### src/rtl/program_loader.sv
// rtl/program_loader.sv - framed byte-stream loader writing 19-bit words into CPU instruction memory (optional checksum: PROGRAM_LOADER_CHECKSUM_EN)
module program_loader #(
  parameter logic [18:0] BASE_ADDR = 19'd0,
  parameter logic [7:0]  SYNC_BYTE = 8'hA5
) (
  input  logic        clk,
  input  logic        reset_n,
  input  logic        start,
  input  logic        byte_valid,
  input  logic [7:0]  byte_data,
  output logic        byte_ready,
  output logic        mem_write,
  output logic [18:0] mem_address,
  output logic [18:0] mem_write_data,
  output logic        cpu_hold,
  output logic        done,
  output logic        error,
  output logic [18:0] word_count
);

`ifdef PROGRAM_LOADER_CHECKSUM_EN
  typedef enum logic [3:0] {
    S_IDLE, S_SYNC, S_LEN2, S_LEN1, S_LEN0,
    S_D0, S_D1, S_D2, S_WR, S_CHK, S_DONE, S_ERROR
  } state_t;
`else
  typedef enum logic [3:0] {
    S_IDLE, S_SYNC, S_LEN2, S_LEN1, S_LEN0,
    S_D0, S_D1, S_D2, S_WR, S_DONE, S_ERROR
  } state_t;
`endif

  state_t      state;
  state_t      state_next;

  logic [2:0]  len_hi;
  logic [7:0]  len_mid;
  logic [18:0] len_words;
  logic [2:0]  word_hi;
  logic [7:0]  word_mid;
`ifdef PROGRAM_LOADER_CHECKSUM_EN
  logic [7:0]  chk_xor;
`endif

  logic        accept;
  logic        start_ok;
  logic [18:0] len_from_stream;
  logic        last_word;

  assign accept          = byte_valid & byte_ready;
  assign len_from_stream = {len_hi, len_mid, byte_data};
  assign last_word       = ((word_count + 19'd1) == len_words);

  // State register; reset aborts any session and drops the write strobe at once
  always_ff @(posedge clk or negedge reset_n) begin
    if (!reset_n) begin
      state <= S_IDLE;
    end else begin
      state <= state_next;
    end
  end

  // Next-state logic and state-decoded outputs
  always_comb begin
    state_next = state;
    byte_ready = 1'b0;
    mem_write  = 1'b0;
    cpu_hold   = 1'b0;
    done       = 1'b0;
    error      = 1'b0;
    start_ok   = 1'b0;
    case (state)
      S_IDLE: begin
        start_ok = start;
        if (start) state_next = S_SYNC;
      end
      S_SYNC: begin
        byte_ready = 1'b1;
        cpu_hold   = 1'b1;
        if (accept && byte_data == SYNC_BYTE) state_next = S_LEN2;
      end
      S_LEN2: begin
        byte_ready = 1'b1;
        cpu_hold   = 1'b1;
        if (accept) state_next = S_LEN1;
      end
      S_LEN1: begin
        byte_ready = 1'b1;
        cpu_hold   = 1'b1;
        if (accept) state_next = S_LEN0;
      end
      S_LEN0: begin
        byte_ready = 1'b1;
        cpu_hold   = 1'b1;
        if (accept) begin
          if (len_from_stream != 19'd0) begin
            state_next = S_D0;
          end else begin
`ifdef PROGRAM_LOADER_CHECKSUM_EN
            state_next = S_CHK;
`else
            state_next = S_DONE;
`endif
          end
        end
      end
      S_D0: begin
        byte_ready = 1'b1;
        cpu_hold   = 1'b1;
        if (accept) begin
          if (byte_data[7:3] != 5'd0) state_next = S_ERROR;
          else                        state_next = S_D1;
        end
      end
      S_D1: begin
        byte_ready = 1'b1;
        cpu_hold   = 1'b1;
        if (accept) state_next = S_D2;
      end
      S_D2: begin
        byte_ready = 1'b1;
        cpu_hold   = 1'b1;
        if (accept) state_next = S_WR;
      end
      S_WR: begin
        mem_write = 1'b1;
        cpu_hold  = 1'b1;
        if (!last_word) begin
          state_next = S_D0;
        end else begin
`ifdef PROGRAM_LOADER_CHECKSUM_EN
          state_next = S_CHK;
`else
          state_next = S_DONE;
`endif
        end
      end
`ifdef PROGRAM_LOADER_CHECKSUM_EN
      S_CHK: begin
        byte_ready = 1'b1;
        cpu_hold   = 1'b1;
        if (accept) begin
          if (byte_data == chk_xor) state_next = S_DONE;
          else                      state_next = S_ERROR;
        end
      end
`endif
      S_DONE: begin
        done     = 1'b1;
        start_ok = start;
        if (start) state_next = S_SYNC;
      end
      S_ERROR: begin
        error    = 1'b1;
        cpu_hold = 1'b1;
        start_ok = start;
        if (start) state_next = S_SYNC;
      end
      default: begin
        state_next = S_IDLE;
      end
    endcase
  end

  // Datapath: length capture, word assembly, write address/data and word counter
  always_ff @(posedge clk or negedge reset_n) begin
    if (!reset_n) begin
      len_hi         <= 3'd0;
      len_mid        <= 8'd0;
      len_words      <= 19'd0;
      word_hi        <= 3'd0;
      word_mid       <= 8'd0;
      mem_address    <= 19'd0;
      mem_write_data <= 19'd0;
      word_count     <= 19'd0;
    end else begin
      if (start_ok) begin
        word_count <= 19'd0;
      end
      if (accept) begin
        case (state)
          S_LEN2: len_hi    <= byte_data[2:0];
          S_LEN1: len_mid   <= byte_data;
          S_LEN0: len_words <= len_from_stream;
          S_D0:   word_hi   <= byte_data[2:0];
          S_D1:   word_mid  <= byte_data;
          S_D2: begin
            mem_write_data <= {word_hi, word_mid, byte_data};
            mem_address    <= BASE_ADDR + word_count;
          end
          default: begin
          end
        endcase
      end
      if (state == S_WR) begin
        word_count <= word_count + 19'd1;
      end
    end
  end

`ifdef PROGRAM_LOADER_CHECKSUM_EN
  // Running XOR over the length and data bytes, restarted with each session
  always_ff @(posedge clk or negedge reset_n) begin
    if (!reset_n) begin
      chk_xor <= 8'd0;
    end else if (start_ok) begin
      chk_xor <= 8'd0;
    end else if (accept && state != S_SYNC && state != S_CHK) begin
      chk_xor <= chk_xor ^ byte_data;
    end
  end
`endif

endmodule

### config.mk
export PLATFORM = sky130hd
export DESIGN_NAME = program_loader
export DESIGN_NICKNAME = d
export VERILOG_FILES = /design/src/rtl/program_loader.sv
export SDC_FILE = /design/constraint.sdc
export NUM_CORES = 1
export LEC_CHECK = 0
export CELL_PAD_IN_SITES_DETAIL_PLACEMENT = 1
export CELL_PAD_IN_SITES_GLOBAL_PLACEMENT = 1
export CORE_UTILIZATION = 25
export CTS_CLUSTER_DIAMETER = 200
export DETAILED_ROUTE_END_ITERATION = 10
export DONT_BUFFER_PORTS = 1
export PLACE_DENSITY = 0.45
export SLEW_MARGIN = 0
export SYNTH_ARGS = -nofsm -noshare
export SYNTH_HDL_FRONTEND = slang
export SYNTH_SLANG_ARGS = --single-unit
export TNS_END_PERCENT = 100
### constraint.sdc
create_clock -name clk -period 2.1 [get_ports clk]
set_input_delay 0.315 -clock clk [delete_from_list [all_inputs] [get_ports clk]]
set_output_delay 0.315 -clock clk [all_outputs]
set_load 0.05 [all_outputs]
# Word level (Yosys, flattened, before mapping)
# Index checks and enable logic that the tools add are counted.
[totals]
ff_bits = 102
inputBits = 12
out_inout_bits = 62
n_memories = 0
mem_bits_rw = 0
latchBits = 0
wordCells = 66
romBits = 0
[op_classes]
div = 0
bitwise = 1
n_mux = 20
n_eq_ne = 20
order_cmp = 0
shifts = 0
multipliers = 0
addsub = 1
reduce_logical = 15
[ops]
columns = ["cell", "n"]
rows = [
  ["two-way mux 4 bit", 11],
  ["two-way mux 19 bit", 2],
  ["one-hot mux 4 bit (9 select lines)", 1],
  ["adder 19 x 1 -> 19 bit, second input constant", 1],
  ["equality test 19 bit", 1],
  ["nonzero test 19 bit", 1],
  ["equality test 4 x 3 -> 1 bit, second input constant", 4],
  ["!= test 2 bit, second input constant", 7],
  ["equality test 4 bit, second input constant", 3],
  ["AND reduction 2 bit", 6],
  ["OR reduction 9 bit", 1],
  ["equality test 4 x 2 -> 1 bit, second input constant", 2],
  ["equality test 8 bit, second input constant", 1],
  ["AND reduction 8 bit", 1],
  ["OR reduction 7 bit", 1],
  ["two-way mux 1 bit", 6],
  ["nonzero test 5 bit", 1],
  ["equality test 4 x 1 -> 1 bit, second input constant", 1],
  ["zero test 4 bit", 1],
  ["OR reduction 3 bit", 1],
  ["!= test 2 x 1 -> 1 bit, second input constant", 1],
  ["nonzero test 2 bit", 1],
  ["AND 1 bit", 1],
  ["logical AND 1 bit", 1],
]

# Longest topological paths before layout
[logic_depth]
word_depth = 7
depth_mapped = 9
depth_no_buf = 7

# Worst setup path before layout
# OpenSTA, ideal clock, no wires.
[synth_timing]
path_type = "reg-to-reg"
from = "register word_count[0]"
to = "register state[2]"
t_required_ns = 1.974
path_slack_ns = -0.408
n_path_buf = 1
setup_ns = 0.126
arrival_time_ns = 2.382
path_stages_with_launch = 9
path_cell_list = "dfrtp_1 ha_1 clkbuf_2 nand3_2 nor3_2 nand4_1 a211oi_2 nand4_1 o311a_1"
[synth_via]
elab_chain_cells = 4
[synth_rtl]
columns = ["item", "line_no", "rtl"]
rows = [
  ["from (decl)", "18", "output logic [18:0] word_count"],
  ["from (signal assigned)", "196", "word_count <= word_count + 19'd1;"],
  ["adder 19 x 1 -> 19 bit", "52", "assign last_word = ((word_count + 19'd1) == len_words);"],
  ["equality test 19 bit", "52", ""],
  ["two-way mux 4 bit", "128", "if (!last_word) begin"],
  ["one-hot mux 4 bit (9 select lines)", "72", "case (state)"],
  ["to (signal assigned)", "59", "state <= state_next;"],
  ["to (decl)", "33", "state_t state;"],
]
# Every way passes these cells.
# A chain may end at the register's enable or synchronous reset.

# Final worst setup path
# Ends and elaborated chain as after synthesis.

==> results by group <==
Pwr
  – P_leak: 2.69 nW
  – Tot Pwr: 7.49 mW
  – PwrDens: 1220 mW/mm²
  – VDD IR max: 0.733 mV

Global route
  – Overflow left after global routing: 0
  – Total track usage: 14.6%
  – Largest net degree at the start of global routing: 103
  – Global-route wire length before repair: 22.5 mm
  – Initial antenna violation count: 0
  – Vias in the first global route: 3953

Min path
  – Hold Path Class: in2async

Detailed routing
  – Met2 wire length: 6.51 mm
  – Vias post-DR: 3537
  – Number of DRC markers in iteration 0: 224
  – Routed wl met3: 614 µm
  – Top Layer Used: met4
  – Routed Antenna Nets: 0
  – Remaining DRCs: 0
  – DRT met1 WL: 6.38 mm
  – Detailed Route WL: 13.7 mm
  – DR vias/cell: 4.70
  – DRT Pass-1 Iters: 4
  – Wirelength per Cell: 18.2 µm

Flow run
  – Max-cap violation count: 0

Place
  – Port bufs: 0
  – HPWL after DPL: 9.79 mm
  – GP Congestion: 0.791
  – Placed Cells: 736

Timing
  – Highest clock rate: 0.441 GHz
  – Fin Setup TNS: -339 ps
  – Final Slew Violations: 0
  – Final Hold Fails: 102
  – Slew HR: 67.3%
  – RSZ-0062 raised after global routing: true
  – Clock skew: 9.20 ps
  – Fin crit share: 108%
  – Final worst setup slack: -167 ps
  – Final min period: 2270 ps
  – Min Hold Slack: -339 ps
  – Final setup fails: 3
  – Slew @ Worst Pin: 490 ps

Final layout
  – Nets: 495
  – Share of cells above drive strength 1: 39.8%
  – Syn-to-layout area delta: 21.7%
  – Ant diodes: 0
  – Reg area: 0.00257 mm²
  – Non-Filler Instances: 752
  – Multi-input gate area: 0.00232 mm²
  – Fillers: 2161

Synth
  – Most common library cells after synthesis: dfrtp_1 (102), mux2_2 (79), o21ai_0 (35)
  – Synth Cell Area: 0.00502 mm²
  – Syn_area_per_cell: 11.6 µm²
  – FFs w/ async S/R, synth: 100%
  – Post-synthesis cell type count: 60
  – Leading post-synthesis cells by cell area: dfrtp_1 (51%), mux2_2 (18%), o21ai_0 (3.5%)
  – Cell taking the most area after synthesis: dfrtp_1
  – Post-Synthesis Cells: 433
  – Ys Warns: 0
  – Top cell type's share of synthesized area: 50.8%
  – Post-synthesis sequential area ratio: 50.8%
  – Syn_nets: 446
  – Synthesized flop and latch total: 102
  – Primary FF master, synth: dfrtp_1
  – Most frequent cell after synthesis: dfrtp_1
  – Number of flops mapped to enable cells by yosys: 0

Floorplanning
  – Rows: 51
  – Core area: 0.0196 mm²
  – Die area: 0.0207 mm²
  – Die X: 144 µm
  – Initial core utilization: 25.6%
  – Die Y: 144 µm
  – I/O pins: 74

Clock network
  – Reg clk slew, reported paths: 70 ps
  – Clock Tree Root: clkbuf_16
  – Clock Path Buffers: 2
  – Clock sinks: 102
  – Worst-Skew Late Latency: 360 ps
  – Htree depth: 3
  – CTS tree: done
  – CTS Buf Count: 9

Setup path
  – Worst setup EP type: flip-flop
  – CP peak stage delay: 500 ps
  – Slowest stage cell, crit path: dfrtp_4
  – Critical path's top delay family: compound AO/OA/AOI/OAI gates
  – Critical Path Start Type: flip-flop
  – Critical path arrival: 2500 ps
  – Crit path max fanout: 2
  – Buf/Inv on CP: 1
  – Kind of critical path: reg2reg
  – Critical Path RT: 2340 ps
  – Worst path cell trace: ha_4 > xor2_1 > a211oi_1 > nand4b_1 > a2111oi_4 > buf_4 > nand4_1 > o311a_1

Outcome
  – Status: complete, but fails checks
  – Failing checks: hold timing, setup timing
flip-flops by register name, summed over array words and instances, names as in the netlist:
name            cells
mem_address        19
word_mid            8
mem_write_data     19
word_count         19
len_hi              3
word_hi             3
len_mid             8
state               4
len_words          19
placed cells by master, fill, tap and decap left out, types with 3 or more instances in the layout:
master,count
a211oi_1,3
a21oi_1,14
and3_1,6
buf_12,4
buf_4,64
clkbuf_16,9
dfrtp_1,89
dfrtp_2,12
inv_1,5
mux2_2,79
nand2_1,23
nand3_1,10
nand4_1,8
nor2_1,23
nor3_1,6
nor4_1,3
o21ai_0,35
o31ai_1,5
or3_1,6
xnor2_1,19
xor2_1,6
cell families after synthesis:
family | after synthesis | share of synthesized area (%)
and+or+nand+nor | 110 | 12.7
xor gates and xnor gates | 25 | 4.36
muxes | 80 | 17.9
buffers and inverters | 35 | 4.01
adders and majority gates | 1 | 0.249
DFF | 102 | 50.8
AOI/OAI and AO/OA | 80 | 10.0
report_power, final:
group	switching [mW]	internal [mW]	leakage [nW]	total, mW
combinational	0.937	1.01	1.21	1.95
clock	0.769	0.972	0.148	1.74
sequential	1.23	2.57	1.33	3.80
total	2.94	4.55	2.69	7.49
worst register-to-register path, cell delays in order (launching register included):
cell	delay [ps]
dfrtp_4	500
ha_4	230
xor2_1	160
a211oi_1	220
nand4b_1	200
a2111oi_4	240
buf_4	160
nand4_1	140
o311a_1	320
path summary, 6_finish.rpt:
path / slack [ps] / depth (start not counted) / start / end
worst max register to register: -170 / 8 / word_count[0]$_DFFE_PN0P_ / state[2]$_DFFE_PN0P_
worst max-delay path: -170 / 8 / word_count[0]$_DFFE_PN0P_ / state[2]$_DFFE_PN0P_
worst min-delay path: -340 / 0 / reset_n / mem_address[8]$_DFFE_PN0P_
min in group clk: 100 / 1 / byte_data[6] / len_mid[6]$_DFFE_PN0P_
max in group asynchronous: 2240 / 0 / reset_n / word_count[16]$_DFFE_PN0P_
worst min register to register: 500 / 1 / word_mid[4]$_DFFE_PN0P_ / mem_write_data[12]$_DFFE_PN0P_
metal layers:
metal | GRT usage, % | vias up
met3 | 3.97 | 11
met5 | 0 | -
met1 | 18.3 | 1803
met4 | 4.20 | 0
met2 | 24.5 | 59
li1 | - | 1664
through the flow:
stage / worst slack, ps / hold WS [ps] / cell area [µm²] / utilization (%)
floorplan: -75.2 / 19.4 / 5080 / -
global placement: -401 / 27.2 / 5790 / 29.5
detailed placement: -435 / 27.3 / 5790 / 29.5
CTS: -181 / -363 / 6110 / 31.2
global route: -259 / -367 / 6120 / 31.2
finish: -167 / -339 / 6120 / 31.2
cell type report:
cell class | instances | share of cell area (%)
tap | 265 | 5.42
inverter | 5 | 0.307
clock buffer | 11 | 3.97
timing repair buffer | 68 | 9.17
clock inverter | 5 | 1.08
multi-input combinational | 296 | 38.0
sequential | 102 | 42.0
timing repair:
item / CTS / global route
endpoints found under the hold margin: 102 / 102
gates resized for setup: 3 / 1
pin swaps: 1 / 0
endpoints found under the setup margin: 3 / 3
setup buffers: 0 / 0
(Power assumes the default switching activity.)
